===== config.mk =====
export PLATFORM = sky130hd
export DESIGN_NAME = axi4_bram_slave
export DESIGN_NICKNAME = d
export VERILOG_FILES = /design/src/rtl/axi4_bram_slave.sv
export SDC_FILE = /design/constraint.sdc
export NUM_CORES = 1
export LEC_CHECK = 0
export CORE_AREA = 2 2 192 194
export CTS_BUF_LIST = sky130_fd_sc_hd__clkbuf_2
export DETAILED_ROUTE_END_ITERATION = 6
export DIE_AREA = 0 0 194 196
export PLACE_DENSITY = 0.72
export REMOVE_ABC_BUFFERS = 1
export SYNTH_ARGS = -nofsm -noshare
export SYNTH_HDL_FRONTEND = slang
export SYNTH_SLANG_ARGS = --single-unit

===== constraint.sdc =====
create_clock -name ACLK -period 3.38 [get_ports ACLK]
set_clock_uncertainty 0.2 [all_clocks]
set_input_delay 0.676 -clock ACLK [delete_from_list [all_inputs] [get_ports ACLK]]
set_output_delay 0.676 -clock ACLK [all_outputs]
set_load 0.02 [all_outputs]

===== src/rtl/axi4_bram_slave.sv =====
// AXI4 slave over a MEM_DEPTH x MEM_WIDTH RAM with independent read and write burst FSMs.
// Define AXI_WRAP_BURST_EN to enable WRAP bursts; otherwise WRAP is answered with SLVERR.
module axi4_bram_slave #(
  parameter int unsigned MEM_WIDTH = 8,
  parameter int unsigned MEM_DEPTH = 32,
  parameter int unsigned ADDR_LEN  = 5
) (
  input  logic                 ACLK,
  input  logic                 ARESET,
  input  logic [3:0]           ARID,
  input  logic [ADDR_LEN-1:0]  ARADDR,
  input  logic [7:0]           ARLEN,
  input  logic [2:0]           ARSIZE,
  input  logic [1:0]           ARBURST,
  input  logic                 ARVALID,
  output logic                 ARREADY,
  output logic [3:0]           RID,
  output logic [MEM_WIDTH-1:0] RDATA,
  output logic [1:0]           RRESP,
  output logic                 RLAST,
  output logic                 RVALID,
  input  logic                 RREADY,
  input  logic [3:0]           AWID,
  input  logic [ADDR_LEN-1:0]  AWADDR,
  input  logic [7:0]           AWLEN,
  input  logic [2:0]           AWSIZE,
  input  logic [1:0]           AWBURST,
  input  logic                 AWVALID,
  output logic                 AWREADY,
  input  logic [3:0]           WID,
  input  logic [MEM_WIDTH-1:0] WDATA,
  input  logic                 WLAST,
  input  logic                 WVALID,
  output logic                 WREADY,
  output logic [3:0]           BID,
  output logic [1:0]           BRESP,
  output logic                 BVALID,
  input  logic                 BREADY
);

`ifdef AXI_WRAP_BURST_EN
  localparam bit WrapEn = 1'b1;
`else
  localparam bit WrapEn = 1'b0;
`endif

  localparam logic [1:0] BurstIncr  = 2'b01;
  localparam logic [1:0] BurstWrap  = 2'b10;
  localparam logic [1:0] RespOkay   = 2'b00;
  localparam logic [1:0] RespSlverr = 2'b10;

  typedef enum logic {RIdle, RData} r_state_e;
  typedef enum logic [1:0] {WIdle, WData, WResp} w_state_e;

  logic [MEM_WIDTH-1:0] mem [MEM_DEPTH];

  function automatic logic burst_err(input logic [2:0] size, input logic [1:0] burst,
                                     input logic [7:0] len);
    logic len_ok;
    len_ok = (len == 8'd1) || (len == 8'd3) || (len == 8'd7) || (len == 8'd15);
    return (size != 3'd0) || (burst == 2'b11) || ((burst == BurstWrap) && (!WrapEn || !len_ok));
  endfunction

  // WRAP keeps the upper address bits and counts the low bits modulo (len+1).
  function automatic logic [ADDR_LEN-1:0] next_addr(input logic [ADDR_LEN-1:0] addr,
                                                    input logic [1:0] burst,
                                                    input logic [7:0] len);
    logic [ADDR_LEN-1:0] mask;
    logic [ADDR_LEN-1:0] inc;
    mask = ADDR_LEN'(len);
    inc  = addr + ADDR_LEN'(1);
    case (burst)
      BurstIncr: return inc;
      BurstWrap: return (addr & ~mask) | (inc & mask);
      default:   return addr;
    endcase
  endfunction

  // Read channel
  r_state_e             r_state_q, r_state_d;
  logic [3:0]           r_id_q, r_id_d;
  logic [ADDR_LEN-1:0]  r_addr_q, r_addr_d;
  logic [7:0]           r_len_q, r_len_d, r_beat_q, r_beat_d;
  logic [1:0]           r_burst_q, r_burst_d, rresp_q, rresp_d;
  logic                 r_err_q, r_err_d, arready_q, arready_d, rvalid_q, rvalid_d;
  logic                 rlast_q, rlast_d;
  logic [MEM_WIDTH-1:0] rdata_q, rdata_d;

  always_comb begin
    r_state_d = r_state_q;
    r_id_d    = r_id_q;
    r_addr_d  = r_addr_q;
    r_len_d   = r_len_q;
    r_burst_d = r_burst_q;
    r_err_d   = r_err_q;
    r_beat_d  = r_beat_q;
    rresp_d   = rresp_q;
    rlast_d   = rlast_q;
    rdata_d   = rdata_q;
    unique case (r_state_q)
      RIdle: begin
        if (ARVALID && arready_q) begin
          r_state_d = RData;
          r_id_d    = ARID;
          r_addr_d  = ARADDR;
          r_len_d   = ARLEN;
          r_burst_d = ARBURST;
          r_err_d   = burst_err(ARSIZE, ARBURST, ARLEN);
          r_beat_d  = 8'd0;
          rresp_d   = r_err_d ? RespSlverr : RespOkay;
          rlast_d   = (ARLEN == 8'd0);
          rdata_d   = r_err_d ? '0 : mem[ARADDR];
        end
      end
      RData: begin
        if (RREADY && rvalid_q) begin
          if (r_beat_q == r_len_q) begin
            r_state_d = RIdle;
            rlast_d   = 1'b0;
          end else begin
            // Sampling the array here gives read-before-write against a same-edge write.
            r_addr_d = next_addr(r_addr_q, r_burst_q, r_len_q);
            r_beat_d = r_beat_q + 8'd1;
            rlast_d  = (r_beat_d == r_len_q);
            rdata_d  = r_err_q ? '0 : mem[r_addr_d];
          end
        end
      end
    endcase
    arready_d = (r_state_d == RIdle);
    rvalid_d  = (r_state_d == RData);
  end

  // Write channel
  w_state_e            w_state_q, w_state_d;
  logic [3:0]          w_id_q, w_id_d, bid_q, bid_d;
  logic [ADDR_LEN-1:0] w_addr_q, w_addr_d;
  logic [7:0]          w_len_q, w_len_d, w_beat_q, w_beat_d;
  logic [1:0]          w_burst_q, w_burst_d, bresp_q, bresp_d;
  logic                w_err_q, w_err_d, awready_q, awready_d, wready_q, wready_d;
  logic                bvalid_q, bvalid_d, mem_we;

  always_comb begin
    w_state_d = w_state_q;
    w_id_d    = w_id_q;
    w_addr_d  = w_addr_q;
    w_len_d   = w_len_q;
    w_burst_d = w_burst_q;
    w_err_d   = w_err_q;
    w_beat_d  = w_beat_q;
    unique case (w_state_q)
      WIdle: begin
        if (AWVALID && awready_q) begin
          w_state_d = WData;
          w_id_d    = AWID;
          w_addr_d  = AWADDR;
          w_len_d   = AWLEN;
          w_burst_d = AWBURST;
          w_err_d   = burst_err(AWSIZE, AWBURST, AWLEN);
          w_beat_d  = 8'd0;
        end
      end
      WData: begin
        // Termination is by beat count; WLAST is not consulted.
        if (WVALID && wready_q) begin
          if (WID != w_id_q) w_err_d = 1'b1;
          w_addr_d = next_addr(w_addr_q, w_burst_q, w_len_q);
          w_beat_d = w_beat_q + 8'd1;
          if (w_beat_q == w_len_q) w_state_d = WResp;
        end
      end
      WResp: begin
        if (BREADY && bvalid_q) w_state_d = WIdle;
      end
      default: w_state_d = WIdle;
    endcase
    awready_d = (w_state_d == WIdle);
    wready_d  = (w_state_d == WData);
    bvalid_d  = (w_state_d == WResp);
    bid_d     = w_id_d;
    bresp_d   = w_err_d ? RespSlverr : RespOkay;
  end

  assign mem_we = wready_q && WVALID && !w_err_q && (WID == w_id_q);

  always_ff @(posedge ACLK) begin
    if (mem_we) mem[w_addr_q] <= WDATA;
  end

  always_ff @(posedge ACLK or negedge ARESET) begin
    if (!ARESET) begin
      r_state_q <= RIdle;
      r_id_q    <= '0;
      r_addr_q  <= '0;
      r_len_q   <= '0;
      r_burst_q <= '0;
      r_err_q   <= 1'b0;
      r_beat_q  <= '0;
      arready_q <= 1'b0;
      rvalid_q  <= 1'b0;
      rresp_q   <= '0;
      rlast_q   <= 1'b0;
      rdata_q   <= '0;
      w_state_q <= WIdle;
      w_id_q    <= '0;
      w_addr_q  <= '0;
      w_len_q   <= '0;
      w_burst_q <= '0;
      w_err_q   <= 1'b0;
      w_beat_q  <= '0;
      awready_q <= 1'b0;
      wready_q  <= 1'b0;
      bvalid_q  <= 1'b0;
      bid_q     <= '0;
      bresp_q   <= '0;
    end else begin
      r_state_q <= r_state_d;
      r_id_q    <= r_id_d;
      r_addr_q  <= r_addr_d;
      r_len_q   <= r_len_d;
      r_burst_q <= r_burst_d;
      r_err_q   <= r_err_d;
      r_beat_q  <= r_beat_d;
      arready_q <= arready_d;
      rvalid_q  <= rvalid_d;
      rresp_q   <= rresp_d;
      rlast_q   <= rlast_d;
      rdata_q   <= rdata_d;
      w_state_q <= w_state_d;
      w_id_q    <= w_id_d;
      w_addr_q  <= w_addr_d;
      w_len_q   <= w_len_d;
      w_burst_q <= w_burst_d;
      w_err_q   <= w_err_d;
      w_beat_q  <= w_beat_d;
      awready_q <= awready_d;
      wready_q  <= wready_d;
      bvalid_q  <= bvalid_d;
      bid_q     <= bid_d;
      bresp_q   <= bresp_d;
    end
  end

  logic unused_wlast;
  assign unused_wlast = WLAST;

  assign ARREADY = arready_q;
  assign RID     = r_id_q;
  assign RDATA   = rdata_q;
  assign RRESP   = rresp_q;
  assign RLAST   = rlast_q;
  assign RVALID  = rvalid_q;
  assign AWREADY = awready_q;
  assign WREADY  = wready_q;
  assign BID     = bid_q;
  assign BRESP   = bresp_q;
  assign BVALID  = bvalid_q;

endmodule

==> impl_metrics.json, run 1 <==
{
  "rows": 70,
  "post_layout_nonfiller_instances": 1880,
  "slew_viol_final": 0,
  "start_util": 0.4446,
  "yosys.area.top_type": "sky130_fd_sc_hd__edfxtp_1",
  "crit_path_max_fanout": 8,
  "syn-mean-instance-area_sq_um": 13.63,
  "power-per-cell-area_nw_per_um2": 738.7,
  "area.growth.synth_to_final_pct": 17.24,
  "yosys_most_used_dff": "sky130_fd_sc_hd__edfxtp_1",
  "chipHeight_um": 196,
  "family_with_the_most_delay_on_the_worst_path": "simple AND/OR/NAND/NOR gates",
  "clock_sink_count": 328,
  "worst_path_cell_chain": "inv_1 > ha_2 > buf_4 > nand4b_1 > a221oi_1 > buf_4 > nor2b_1 > o41ai_1 > buf_4 > nand4_1 > o21ai_1",
  "cp.buffers_inverters": 4,
  "status": "finished, final reports clean",
  "synth.top_cells.by_area": "sky130_fd_sc_hd__edfxtp_1 (48%), sky130_fd_sc_hd__dfrtp_1 (11%), sky130_fd_sc_hd__mux4_2 (11%)",
  "timing.max_slew.rel_slack": 0.3490,
  "holdCritStartpoint": "ARID[1]",
  "ys_async_sr_fraction": 0.2195,
  "final_common_cell": "sky130_fd_sc_hd__edfxtp_1",
  "grt_pass1_vias": 11560,
  "yosys_warnings": 0,
  "nets": 1422,
  "post_route_drc_violation_count": 0,
  "ctsHtreeMaxLevel": 3,
  "critPathLaunchType": "flip-flop",
  "unrepaired_setup_endpoints_after_global_routing": "no",
  "dpl_ws_ns": 0.2077,
  "startpoint_of_the_most_critical_setup_path": "r_burst_q[0]",
  "dieWidth_um": 194,
  "hpwl_um": 27670,
  "synthCells": 1177,
  "setup_slack_ns": 0.1535,
  "layout_common_cells": "sky130_fd_sc_hd__edfxtp_1 (256), sky130_fd_sc_hd__and3_1 (131), sky130_fd_sc_hd__a211oi_1 (128), sky130_fd_sc_hd__clkbuf_2 (120), sky130_fd_sc_hd__clkdlybuf4s50_1 (83)",
  "gpl.final_weighted_congestion": 0.8561,
  "drv_cap": 0,
  "detailedRoute.firstIterationViolations": 1064,
  "vias_per_cell": 6.073,
  "dieArea_sq_um": 38020,
  "ctsLongestPathBuffers": 3,
  "clock_buffers_created_by_tritoncts": 84,
  "layout_min_cycle_time_ns": 3.227,
  "placed_cells_incl_taps": 1730,
  "leakagePower_nw": 6.802,
  "route.antenna.remaining_nets": 0,
  "arrival_time_of_data_at_the_critical_path_endpoint_ns": 3.78,
  "type_of_the_worst_setup_path": "flip-flop to flip-flop",
  "fill_cell_instance_count_of_the_final_layout": 3046,
  "setup_violations": 0,
  "synth_edf_count": 256,
  "buffer_ports.inserted": 86,
  "critical_path.endpoint_type": "flip-flop",
  "finalWirelength_um": 42790,
  "fp.coreArea_sq_um": 36080,
  "design.portCount": 90,
  "multi_input_comb_area_sq_um": 6096,
  "wire_length_of_the_first_global_routing_pass_um": 65610,
  "root_buffer_cell": "sky130_fd_sc_hd__clkbuf_2",
  "synth.top_cell.area_share": 0.4792,
  "crit_top_cell": "sky130_fd_sc_hd__buf_4",
  "hold_removal_path_class": "input pin to flip-flop",
  "timing.final.crit_share": 0.9546,
  "first_pass_iters": 6,
  "fin_total_pwr_mw": 13.89,
  "slew_at_the_pin_closest_to_its_max_slew_limit_ns": 0.9765,
  "finalHoldViolations": 0,
  "overall_fraction_of_global_route_tracks_in_use": 0.2244,
  "clk_latency_ns": 0.93,
  "dr_total_vias": 11420,
  "fmaxAchievable_ghz": 0.3099,
  "antenna_violations_before_repair": 1,
  "ys_ff_latch": 328,
  "routed_wirelength_normalized_by_instance_count_um": 22.76,
  "cts_clock_pin_slew_for_the_worst_setup_and_hold_paths_ns": 0.10,
  "maximum_number_of_pins_on_one_net_before_global_route_repair": 88,
  "vdd.ir_drop.worst_uv": 713.3,
  "cp.required_ns": 3.93,
  "regToRegStartpoint": "r_burst_q[0]",
  "mapped_area_sq_um": 16040,
  "synth_cell_types": 49,
  "ys_seq_area_frac": 0.5915,
  "register_area_sq_um": 9489,
  "crit_path_max_incr_delay_ns": 0.61,
  "overflow_left_after_global_routing": 0,
  "drive_above_1_share": 0.2395,
  "cell_with_the_biggest_individual_delay_on_the_critical_path": "sky130_fd_sc_hd__nor2b_1",
  "cts_tree": "done"
}
[cells in the mapped netlist (5+ instances only)]
master                     count
sky130_fd_sc_hd__buf_4         7
sky130_fd_sc_hd__inv_1        11
sky130_fd_sc_hd__ha_1          9
sky130_fd_sc_hd__nand4_1      14
sky130_fd_sc_hd__and3_1      131
sky130_fd_sc_hd__o41ai_1      33
sky130_fd_sc_hd__nand2_1      66
sky130_fd_sc_hd__nand3_1      16
sky130_fd_sc_hd__mux4_2       80
sky130_fd_sc_hd__a21oi_1      25
sky130_fd_sc_hd__nor3_1        8
sky130_fd_sc_hd__a211oi_1    128
sky130_fd_sc_hd__mux2i_1      13
sky130_fd_sc_hd__xnor2_1      23
sky130_fd_sc_hd__dfrtp_1      72
sky130_fd_sc_hd__nor2b_1       9
sky130_fd_sc_hd__clkbuf_1     63
sky130_fd_sc_hd__mux2_2       15
sky130_fd_sc_hd__o21ai_1      10
sky130_fd_sc_hd__buf_2        20
sky130_fd_sc_hd__o21ai_0      30
sky130_fd_sc_hd__nor2_1       67
sky130_fd_sc_hd__edfxtp_1    256
sky130_fd_sc_hd__nand2b_1      8
sky130_fd_sc_hd__xor2_1       13
sky130_fd_sc_hd__nor4_1        5
[cell families (layout without fill, tap and decap cells)]
group,after synthesis,after routing,share of synthesized area
DFF,328,328,0.5915
xor gates and xnor gates,36,36,0.01966
and+or+nand+nor,341,341,0.1118
AOI/OAI and AO/OA,244,244,0.1069
buffers and inverters,110,343,0.03198
muxes,108,108,0.1310
adders and majority gates,9,9,0.007020
other,1,3,0.0002338
[tightest hold or removal path, cell delays in order]
cell and delay, ns:
sky130_fd_sc_hd__clkdlybuf4s50_1 0.39, sky130_fd_sc_hd__nand2_1 0.05, sky130_fd_sc_hd__nand2_1 0.04
[final cells by class]
type                            count  area share
Timing Repair Buffer              184     0.09580
Sequential cell                   328      0.5045
Clock inverter                     28     0.01018
Tap cell                          468     0.03113
Antenna cell                        1   0.0001330
Inverter                           11    0.002195
Clock buffer                      120     0.03193
Multi-Input combinational cell    740      0.3241
[flip-flops by register name, indices dropped and copies added (netlist names), named ones only]
register	cells
ARREADY	1
AWREADY	1
BID	4
BRESP	1
BVALID	1
RDATA	8
RID	4
RLAST	1
RVALID	1
WREADY	1
mem	256
r_addr_q	5
r_beat_q	8
r_burst_q	2
r_err_q	1
r_len_q	8
w_addr_q	1
w_beat_q	8
w_burst_q	2
w_len_q	8
w_state_q	2
[through the flow]
step / hold WS (ns) / setup TNS, ns / area [sq um] / utilization
after global routing: 0.04733 / 0 / 18810 / 0.5212
final: 0.1171 / 0 / 18810 / 0.5212
after floorplan: 0.1804 / -36.84 / 15570 / -
after detailed placement: 0.2663 / 0 / 17980 / 0.4982
after CTS: 0.01511 / 0 / 18780 / 0.5205
after global placement: 0.2598 / 0 / 17980 / 0.4982
[path summary, 6_finish.rpt]
kind	cells past startpoint	to	slack, ns
setup / recovery	11	RDATA[5]	0.15
hold / removal	3	RID[1]	0.12
setup reg to reg	11	RDATA[5]	0.15
hold reg to reg	2	RID[3]	0.29
max in group asynchronous	2	w_burst_q[1]	2.04
min in group asynchronous	2	RDATA[3]	0.27
[metal layers]
metal | track usage | vias to the layer above | routed length, um
met4 | 0.1044 | 0 | 1655
met1 | 0.2816 | 5660 | 16320
met5 | 0 | - | 0
met3 | 0.05278 | 110 | 3960
li1 | - | 5069 | -
met2 | 0.3704 | 578 | 20850
[timing repair]
| action | CTS | global route |
|---|---|---|
| setup endpoints to repair | 0 | 4 |
| buffers inserted | 0 | 0 |
| hold endpoints to repair | 72 | 0 |
| resized for setup | 0 | 4 |
| hold buffers | 1 | 0 |
[power by group]
part / switching (mW) / leakage (nW) / internal (mW)
clock: 1.61 / 0.594 / 1.18
sequential: 0.416 / 3.21 / 4.67
combinational: 3.49 / 3.00 / 2.53
total: 5.51 / 6.80 / 8.38
No activity file was read; power rests on OpenSTA's default activity.
==> inputs of run 2 (changes only) <==
- CAP_MARGIN: default -> 20
- PLACE_DENSITY: 0.72 -> 0.74
- clock period: 3.38 -> 2.7 ns (I/O delays scaled with it)
==> impl_metrics.json, run 2 (synthesis gave the netlist of run 1 again) <==
{
  "status": "finished with violations",
  "failing_checks": "negative setup slack",
  "route.antenna.remaining_nets": 0,
  "clock_buffers_created_by_tritoncts": 83,
  "vias_per_cell": 6.106,
  "leakagePower_nw": 7.677,
  "root_buffer_cell": "sky130_fd_sc_hd__clkbuf_2",
  "slew_at_the_pin_closest_to_its_max_slew_limit_ns": 0.6283,
  "post_route_drc_violation_count": 0,
  "routed_wirelength_normalized_by_instance_count_um": 23.32,
  "critPathLaunchType": "flip-flop",
  "clk_latency_ns": 0.96,
  "rows": 70,
  "timing.max_slew.rel_slack": 0.5792,
  "buffer_ports.inserted": 86,
  "unrepaired_setup_endpoints_after_global_routing": "yes",
  "internal_power_mw": 11.97,
  "grt_pass1_vias": 12400,
  "area_post_placement_sq_um": 18580,
  "finalHoldViolations": 0,
  "dieWidth_um": 194,
  "largest_register_ffs": 256,
  "placed_cells_incl_taps": 1794,
  "clock_sink_count": 328,
  "clock_power_share": 0.179,
  "power.share.switching": 0.3930,
  "wire_length_of_the_first_global_routing_pass_um": 69970,
  "ctsHtreeMaxLevel": 3,
  "drv_cap": 0,
  "regMostFlops": "mem",
  "type_of_the_worst_setup_path": "flip-flop to flip-flop",
  "cp.required_ns": 3.30,
  "overflow_left_after_global_routing": 0,
  "arrival_time_of_data_at_the_critical_path_endpoint_ns": 3.67,
  "gpl.final_weighted_congestion": 0.8616,
  "crit_path_max_fanout": 8,
  "layout_common_cells": "sky130_fd_sc_hd__edfxtp_1 (256), sky130_fd_sc_hd__buf_4 (132), sky130_fd_sc_hd__and3_1 (131), sky130_fd_sc_hd__clkbuf_2 (120), sky130_fd_sc_hd__a211oi_1 (93)",
  "drive_above_1_share": 0.3132,
  "dr_total_vias": 12180,
  "fmaxAchievable_ghz": 0.3263,
  "start_util": 0.4446,
  "cell_area_after_layout_sq_um": 20390,
  "timing.final.crit_share": 1.135,
  "nets": 1534,
  "critical_path.endpoint_type": "flip-flop",
  "layout_min_cycle_time_ns": 3.064,
  "ctsLongestPathBuffers": 3,
  "area.growth.synth_to_final_pct": 27.10,
  "overall_fraction_of_global_route_tracks_in_use": 0.2394,
  "slew_viol_final": 0,
  "setup-tns-final_ns": -2.197,
  "comb_power_share": 0.502,
  "first_pass_iters": 7,
  "final_hold_slack_ns": 0.1340,
  "post_layout_nonfiller_instances": 1995,
  "setup_violations": 8,
  "cts_tree": "done",
  "maximum_number_of_pins_on_one_net_before_global_route_repair": 73,
  "power_frac_seq": 0.320,
  "hpwl_um": 29630,
  "chipHeight_um": 196,
  "hold_removal_path_class": "input pin to flip-flop",
  "power-per-cell-area_nw_per_um2": 967.0,
  "design.portCount": 90,
  "detailedRoute.firstIterationViolations": 1188,
  "vdd.ir_drop.worst_uv": 703.8,
  "dieArea_sq_um": 38020,
  "finalWirelength_um": 46530,
  "final_common_cell": "sky130_fd_sc_hd__edfxtp_1",
  "switching_power_mw": 7.747,
  "fp.coreArea_sq_um": 36080,
  "antenna_violations_before_repair": 1,
  "setup_slack_ns": -0.3643,
  "cts_clock_pin_slew_for_the_worst_setup_and_hold_paths_ns": 0.11
}
-- run 2: cell types whose count changed in the layout (fill, tap and decap cells not counted), sizes merged --
cell,delta
dlygate4sd2,+20
dlygate4sd3,+35
dlymetal6s2s,+4
buf,+76
clkbuf,+2
clkinv,+1
clkdlybuf4s50,-24
inv,+1
-- run 2: power by group through the flow --
stage | clock [mW] | sequential, mW | combinational (mW)
2_1_floorplan | 0 | 6.58 | 3.98
3_3_place_gp | 0 | 6.38 | 7.90
3_5_place_dp | 0 | 6.40 | 8.14
4_1_cts | 3.61 | 6.29 | 9.09
5_1_grt | 3.87 | 6.36 | 10.4
6_report | 3.52 | 6.30 | 9.89
-- run 2: worst max-delay path, cell delays in order, from the launching register on --
cell                       delay, ns
sky130_fd_sc_hd__dfrtp_1        0.41
sky130_fd_sc_hd__inv_2          0.08
sky130_fd_sc_hd__ha_4           0.21
sky130_fd_sc_hd__and3b_1        0.20
sky130_fd_sc_hd__a222oi_1       0.09
sky130_fd_sc_hd__buf_4          0.17
sky130_fd_sc_hd__or3_4          0.40
sky130_fd_sc_hd__buf_12         0.18
sky130_fd_sc_hd__buf_4          0.14
sky130_fd_sc_hd__a211oi_1       0.34
sky130_fd_sc_hd__o41ai_2        0.15
sky130_fd_sc_hd__buf_4          0.19
sky130_fd_sc_hd__nand4_1        0.09
sky130_fd_sc_hd__o21ai_1        0.06
-- run 2: metrics by stage --
step	utilization	total power [mW]	setup slack (ns)
finish	0.5650	19.71	-0.3643
detailed placement	0.5150	14.54	-0.6999
floorplan	-	10.56	-5.130
CTS	0.5570	18.99	-0.3172
global placement	0.5150	14.28	-0.6623
global route	0.5650	20.66	-0.4394
-- run 2: routing by layer --
metal | global-route usage | part of all wire | vias up
li1 | - | - | 5308
met1 | 0.3001 | 0.37 | 5922
met2 | 0.3957 | 0.48 | 795
met3 | 0.05759 | 0.10 | 156
met4 | 0.1089 | 0.043 | 0
met5 | 0 | 0 | -
-- run 2: repair_timing --
item	CTS	global route
cloned	1	2
pin swaps	37	12
endpoints found under the hold margin	106	0
setup buffers	9	3
gates resized for setup	64	45
hold buffers	36	0
setup endpoints to repair	33	12
-- run 2: cell type report --
cell class | count | area (sq um)
timing repair buffer | 297 | 2994
antenna | 1 | 2.502
fill | 2803 | 15700
multi-input combinational | 740 | 6470
tap | 468 | 585.6
clock buffer | 120 | 600.6
sequential | 328 | 9489
inverter | 11 | 41.29
clock inverter | 30 | 205.2
-- run 2: final timing paths --
check	from	to	slack, ns	depth (start not counted)
worst max-delay path	r_burst_q[0]	RDATA[4]	-0.36	13
worst min-delay path	RREADY	RVALID	0.13	4
worst max register to register	r_burst_q[0]	RDATA[4]	-0.36	13
worst min register to register	RID[2]	RID[2]	0.29	2
max in group asynchronous	ARESET	BID[2]	1.34	4
min in group asynchronous	ARESET	RLAST	0.53	4
